[src/rtl/multi_cycle_control.sv]
// Multi-cycle MIPS-subset control unit.
// A Moore FSM sequences fetch/decode/execute/writeback over a unified memory
// with a mem_ready handshake. pc_en and ir_write are the only outputs that also
// depend on inputs. The retired-instruction counter advances on every completed
// instruction, and an unknown opcode parks the FSM in ILLEGAL until reset.
module multi_cycle_control #(
  parameter int CNT_W = 32
) (
  input  logic             clk,
  input  logic             reset,
  input  logic [5:0]       opcode,
  input  logic             zero,
  input  logic             mem_ready,
  output logic             pc_en,
  output logic             iord,
  output logic             mem_read,
  output logic             mem_write,
  output logic             ir_write,
  output logic             reg_write,
  output logic             reg_dst,
  output logic             mem_to_reg,
  output logic             alu_src_a,
  output logic [1:0]       alu_src_b,
  output logic [1:0]       alu_op,
  output logic [1:0]       pc_source,
  output logic             illegal,
  output logic [CNT_W-1:0] instr_retired
);

  localparam logic [5:0] OP_RTYPE = 6'b000000;
  localparam logic [5:0] OP_LW    = 6'b100011;
  localparam logic [5:0] OP_SW    = 6'b101011;
  localparam logic [5:0] OP_BEQ   = 6'b000100;
  localparam logic [5:0] OP_BNE   = 6'b000101;
  localparam logic [5:0] OP_J     = 6'b000010;
  localparam logic [5:0] OP_ADDI  = 6'b001000;
  localparam logic [5:0] OP_ANDI  = 6'b001100;
  localparam logic [5:0] OP_ORI   = 6'b001101;
  localparam logic [5:0] OP_SLTI  = 6'b001010;

  typedef enum logic [3:0] {
    RST, FETCH, DECODE, MEM_ADDR, MEM_RD, MEM_WB, MEM_WR,
    R_EXEC, R_WB, I_EXEC, I_WB, BRANCH, JUMP, ILLEGAL
  } state_t;

  state_t           state_reg, state_next;
  logic [CNT_W-1:0] retired_reg;
  logic             retire;

  // State register; reset takes effect immediately, even mid-stall.
  always_ff @(posedge clk or posedge reset) begin
    if (reset) state_reg <= RST;
    else       state_reg <= state_next;
  end

  // Retired-instruction counter; wraps naturally at 2^CNT_W.
  always_ff @(posedge clk or posedge reset) begin
    if (reset)       retired_reg <= '0;
    else if (retire) retired_reg <= retired_reg + CNT_W'(1);
  end

  assign instr_retired = retired_reg;

  // Next-state and output decode; everything defaults to idle.
  always_comb begin
    state_next = state_reg;
    retire     = 1'b0;
    pc_en      = 1'b0;
    iord       = 1'b0;
    mem_read   = 1'b0;
    mem_write  = 1'b0;
    ir_write   = 1'b0;
    reg_write  = 1'b0;
    reg_dst    = 1'b0;
    mem_to_reg = 1'b0;
    alu_src_a  = 1'b0;
    alu_src_b  = 2'b00;
    alu_op     = 2'b00;
    pc_source  = 2'b00;
    illegal    = 1'b0;
    case (state_reg)
      RST: state_next = FETCH;
      FETCH: begin
        // PC+4 is computed every fetch cycle but only committed with the IR.
        mem_read  = 1'b1;
        alu_src_b = 2'b01;
        ir_write  = mem_ready;
        pc_en     = mem_ready;
        if (mem_ready) state_next = DECODE;
      end
      DECODE: begin
        // Branch target computed speculatively while the opcode is decoded.
        alu_src_b = 2'b11;
        case (opcode)
          OP_RTYPE:                          state_next = R_EXEC;
          OP_LW, OP_SW:                      state_next = MEM_ADDR;
          OP_BEQ, OP_BNE:                    state_next = BRANCH;
          OP_J:                              state_next = JUMP;
          OP_ADDI, OP_ANDI, OP_ORI, OP_SLTI: state_next = I_EXEC;
          default:                           state_next = ILLEGAL;
        endcase
      end
      MEM_ADDR: begin
        alu_src_a = 1'b1;
        alu_src_b = 2'b10;
        // IR is stable here, so lw/sw can be told apart without latching.
        if (opcode == OP_LW)      state_next = MEM_RD;
        else if (opcode == OP_SW) state_next = MEM_WR;
        else                      state_next = ILLEGAL;
      end
      MEM_RD: begin
        iord     = 1'b1;
        mem_read = 1'b1;
        if (mem_ready) state_next = MEM_WB;
      end
      MEM_WB: begin
        reg_write  = 1'b1;
        mem_to_reg = 1'b1;
        state_next = FETCH;
        retire     = 1'b1;
      end
      MEM_WR: begin
        iord      = 1'b1;
        mem_write = 1'b1;
        if (mem_ready) begin
          state_next = FETCH;
          retire     = 1'b1;
        end
      end
      R_EXEC: begin
        alu_src_a  = 1'b1;
        alu_op     = 2'b10;
        state_next = R_WB;
      end
      R_WB: begin
        reg_write  = 1'b1;
        reg_dst    = 1'b1;
        state_next = FETCH;
        retire     = 1'b1;
      end
      I_EXEC: begin
        alu_src_a  = 1'b1;
        alu_src_b  = 2'b10;
        alu_op     = 2'b11;
        state_next = I_WB;
      end
      I_WB: begin
        reg_write  = 1'b1;
        state_next = FETCH;
        retire     = 1'b1;
      end
      BRANCH: begin
        alu_src_a  = 1'b1;
        alu_op     = 2'b01;
        pc_source  = 2'b01;
        pc_en      = (opcode == OP_BNE) ? ~zero : zero;
        state_next = FETCH;
        retire     = 1'b1;
      end
      JUMP: begin
        pc_source  = 2'b10;
        pc_en      = 1'b1;
        state_next = FETCH;
        retire     = 1'b1;
      end
      ILLEGAL: illegal = 1'b1;
      default: state_next = RST;
    endcase
  end

endmodule

[config.mk]
export PLATFORM = sky130hd
export DESIGN_NAME = multi_cycle_control
export DESIGN_NICKNAME = d
export VERILOG_FILES = /design/src/rtl/multi_cycle_control.sv
export SDC_FILE = /design/constraint.sdc
export NUM_CORES = 1
export LEC_CHECK = 0
export ABC_AREA = 1
export BUFFER_PORTS_ARGS = -buffer_cell sky130_fd_sc_hd__buf_2
export CAP_MARGIN = 20
export CORE_UTILIZATION = 35
export CTS_BUF_LIST = sky130_fd_sc_hd__clkbuf_8
export DETAILED_ROUTE_END_ITERATION = 16
export PLACE_DENSITY = 0.56
export SLEW_MARGIN = 25
export SYNTH_ARGS = -nofsm -noshare
export SYNTH_HDL_FRONTEND = slang
export SYNTH_SLANG_ARGS = --single-unit
[constraint.sdc]
create_clock -name clk -period 2.2 [get_ports clk]
set_clock_uncertainty 0.15 [all_clocks]
set_input_delay 0.22 -clock clk [delete_from_list [all_inputs] [get_ports clk]]
set_output_delay 0.22 -clock clk [all_outputs]
set_load 0.02 [all_outputs]
# Yosys cells after proc, flatten, opt, wreduce, memory -nomap -nowiden
# Cells that the tools add are included.
# classes
reduce_logical	13
multipliers	0
n_bitwise	2
div	0
eq_ne	25
shift	0
order_cmp	0
n_addsub	1
mux	23
# ops
operator	count
$pmux 4 s9	1
$add 32x1->32 const B	1
$eq 4x4->1 const B	6
$eq 6x4->1 const B	4
$mux 4	5
$pmux 4 s5	1
$eq 4x3->1 const B	4
$eq 6x3->1 const B	2
$eq 6x6->1 const B	2
$pmux 2 s3	2
$mux 1	11
$reduce_or 2->1	5
$eq 4x2->1 const B	2
$reduce_or 4->1	2
$eq 6x2->1 const B	1
$logic_not 6->1	1
$ne 2x2->1 const B	3
$reduce_or 6->1	1
$reduce_or 5->1	1
$eq 4x1->1 const B	1
$logic_not 4->1	1
$pmux 2 s2	1
$reduce_and 4->1	1
$pmux 1 s3	1
3 further kinds	4
# word_totals
mem_bits_ro	0
register_bits	36
memories	0
input_bits	10
mem_bits_rw	0
output_inout_bits	48
latch_bits	0

# Longest topological paths before layout
# logic_depth
word_depth	4
ltp_mapped	11

# Least setup slack after synthesis
# OpenSTA, ideal clock, no wires.
# synth_timing
path_type	register to register
start	register retired_reg[0], in the netlist instr_retired[0]
end	register retired_reg[16], in the netlist instr_retired[16]
t_required_ns	1.920
t_arrival_ns	1.456
setup_slack_ns	0.464
stages_incl_launch_ff	8
cell_sequence	dfrtp_1 ha_1 nand3_1 inv_1 nand3_1 nor2_1 nand2_1 xnor2_1
# synth_between
elab_chain_len	1
# synth_rtl
item	line	text
start, declared	47	logic [CNT_W-1:0] retired_reg;
start signal, assigned	59	else if (retire) retired_reg <= retired_reg + CNT_W'(1);
$add 32x1->32	59	
# No other way between the ends.
# A chain may end at the register's enable or synchronous reset.

# Worst setup path after layout
# layout_timing
start	register state_reg[0]
end	output port pc_en
# layout_between
elab_chain_len	2
elab_cells_between_ends	4
classes_between	eq/ne (3); mux (1)
# layout_rtl
item	line	text
start, declared	46	state_t state_reg, state_next;
start signal, assigned	53	else state_reg <= state_next;
$eq 4x4->1 or $eq 4x1->1 (tied branches)	81	case (state_reg)
$pmux 1 s3 (*)	81	
end, declared	14	output logic pc_en,
# Mark *: on every way between the ends. The rest lies on a longest branch, timed or not.

==> impl_metrics.py <==
metrics = {
    "sta": {
        "layout_min_cycle_time_ns": 2.02,
        "slew_violations": 0,
        "fin_crit_sh_pct": 92.0,
        "timing.hold.ws_ns": 0.114,
        "worst_slew_pin_slew_ns": 0.478,
        "hold_violations": 0,
        "fin_setup_tns_ns": 0,
        "rsz0062_at_grt": "no",
        "max_freq_ghz": 0.494,
        "timing.slew.headroom_pct": 68.1,
        "finalSetupViolCount": 0,
        "layout_setup_ws_ns": 0.176,
    },
    "job": {
        "drv_cap": 0,
    },
    "synth": {
        "ys_seq_elements": 36,
        "avgSynthCellArea_sq_um": 6.23,
        "ys_seq_area_share_pct": 34.3,
        "syn_inst": 421,
        "yosysWarnings": 0,
        "syn-num-nets": 432,
        "netlist-cell-type-count": 28,
        "synth_area_sq_mm": 0.00262,
    },
    "route": {
        "wirelength_um": 6960,
        "vias_per_cell": 4.67,
        "first_iter_violations": 188,
        "detail-route-antenna-nets": 0,
        "dr.pass1.iters": 4,
        "wl_per_cell_um": 11.9,
        "drc": 0,
        "vias": 2723,
    },
    "power": {
        "combPwrFrac_pct": 3.2,
        "p_total_mw": 1.19,
        "leakage_nw": 1.71,
        "internal_power_mw": 0.919,
        "switching_share_pct": 22.7,
        "vdd_drop_max_uv": 174,
        "p_per_area_mw_per_mm2": 382,
        "p_clk_share_pct": 41.2,
        "power_switching_mw": 0.270,
        "sequentialPowerShare_pct": 55.6,
    },
    "setup_path": {
        "slowest_stage": "dfrtp_1",
        "critPathKind": "reg2out",
        "cp_max_fo": 8,
        "critPathRequiredTime_ns": 1.83,
        "setup.worst_path.start_class": "register",
        "arrival_ns": 1.65,
        "crit_chain": "inv_1 -> nor2_1 -> nand2_1 -> nor2_1 -> inv_1 -> nand3_1 -> buf_2",
        "crit_path_max_incr_delay_ns": 0.51,
        "end_kind": "output port",
    },
    "final_layout": {
        "syn_to_final_growth_pct": 18.7,
        "num_antenna_cells": 0,
        "drive_gt1_share_pct": 17.4,
        "fill_cells": 830,
        "largest_reg_flops": 32,
        "nets": 494,
        "layout.cells.non_filler": 583,
    },
    "clock_tree": {
        "cts_buffer_depth": 2,
        "clk_latency_ns": 0.29,
        "cts_resized": 0,
        "cts_root_buf": "clkbuf_8",
        "numCtsBuffers": 5,
        "clock_sinks": 36,
        "cts_tree": "built",
        "cts_hold_buf": 1,
        "path_clk_slew_ns": 0.07,
        "htree_levels": 2,
        "cts_setup_buffers": 0,
    },
    "placement": {
        "place.gp.congestion": 0.899,
        "hpwlAfterDp_um": 5420,
        "dp.cells": 574,
        "port_buffers": 57,
        "post-place-ws_ns": 0.300,
    },
    "global_route": {
        "grt_max_degree": 37,
        "grt_pass1_wl_um": 11400,
        "grt_overflow_total": 0,
        "track_usage_pct": 19.0,
        "grt_pass1_vias": 2469,
        "grt_antenna_before_repair": 0,
    },
    "floorplan": {
        "dieArea_sq_mm": 0.00785,
        "die_x_um": 88.6,
        "io_pins": 58,
        "rows": 31,
        "core_area_sq_mm": 0.00725,
        "dieHeight_um": 88.6,
        "initial_core_util_pct": 36.2,
    },
    "status": {
        "outcome": "finished clean",
    },
    "hold_path": {
        "hold_class": "in2reg",
    },
}
==> power groups by stage <==
| stage | logic (mW) | registers (mW) | clock network, mW |
|---|---|---|---|
| final | 0.0385 | 0.661 | 0.490 |
| after global routing | 0.0454 | 0.661 | 0.534 |
| after global placement | 0.0375 | 0.674 | 0 |
| after CTS | 0.0396 | 0.661 | 0.507 |
| after floorplan | 0.0194 | 0.674 | 0 |
| after detailed placement | 0.0383 | 0.674 | 0 |
==> final timing paths <==
check	from	to	slack (ns)	cells past startpoint
worst max-delay path	state_reg[0]$_DFFE_PP0P_	pc_en	0.18	7
worst min-delay path	mem_ready	state_reg[0]$_DFFE_PP0P_	0.11	4
worst max register to register	state_reg[1]$_DFFE_PP0P_	instr_retired[15]$_DFFE_PP0P_	0.31	8
worst min register to register	instr_retired[6]$_DFFE_PP0P_	instr_retired[6]$_DFFE_PP0P_	0.37	1
max in group asynchronous	reset	instr_retired[21]$_DFFE_PP0P_	1.12	4
min in group asynchronous	reset	state_reg[1]$_DFFE_PP0P_	0.42	4
==> area by class of cell <==
cell class | instances | area [sq um] | share of cell area, %
multi-input cells | 343 | 1550 | 49.6
flip-flops and latches | 36 | 901 | 28.9
well taps | 99 | 124 | 3.98
repair buffers | 61 | 318 | 10.2
clock inverters | 2 | 7.51 | 0.241
inverters | 36 | 136 | 4.38
clock buffers | 6 | 82.6 | 2.65
==> layout by cell type, fill, tap and decap left out, types with 2 or more instances in the layout <==
cell,instances
buf_2,57
inv_2,3
nand2_2,5
nand3b_1,13
buf_4,3
o22ai_1,2
o21ai_0,5
nor2_1,72
nor3_1,2
nand2_1,195
inv_1,34
xnor2_1,7
nand3_1,12
xor2_1,7
dfrtp_1,36
clkbuf_8,6
nand4_1,7
nor2_2,4
a21oi_1,3
nor2_4,2
==> stage by stage <==
step	instance area, sq um	util, %
floorplan	2620	-
global placement	3010	41.6
detailed placement	3010	41.6
CTS	3110	42.9
global route	3110	42.9
finish	3110	42.9
==> cells by family (layout without fill, tap and decap cells) <==
logic type	after synthesis	after routing	synth area share (%)
simple gates	314	314	50.4
buf+inv	42	105	6.77
flops	36	36	34.3
xor+xnor	15	15	5.29
compound gates	13	13	2.77
fa+ha+maj	1	1	0.477
==> synthesized netlist by cell type, drive strengths merged <==
cell type | count | area [sq um]
o21ai | 6 | 30.0
nand2 | 201 | 774
nand4 | 7 | 43.8
nor2 | 78 | 318
buf | 6 | 41.3
nor3 | 2 | 10.0
xor2 | 7 | 61.3
inv | 35 | 131
a21o | 1 | 7.51
dfrtp | 36 | 901
nand3b | 13 | 97.6
a21oi | 3 | 15.0
clkinv | 1 | 5.00
o22ai | 2 | 12.5
o21bai | 1 | 7.51
nand3 | 13 | 77.6
xnor2 | 8 | 77.6
ha | 1 | 12.5
==> per-layer routing <==
layer | GRT usage, % | vias up | part of all wire [%]
li1 | - | 1417 | -
met1 | 25.5 | 1224 | 48
met2 | 31.3 | 75 | 47
met3 | 3.54 | 7 | 3.7
met4 | 4.99 | 0 | 1.0
met5 | 0 | - | 0
==> worst max-delay path: cells and delay by family (launching register included) <==
kind	cells	cell delay, ns
and+or+nand+nor	4	0.48
DFF	1	0.51
buffers and inverters	3	0.38
Power figures use the tool's default switching activity.
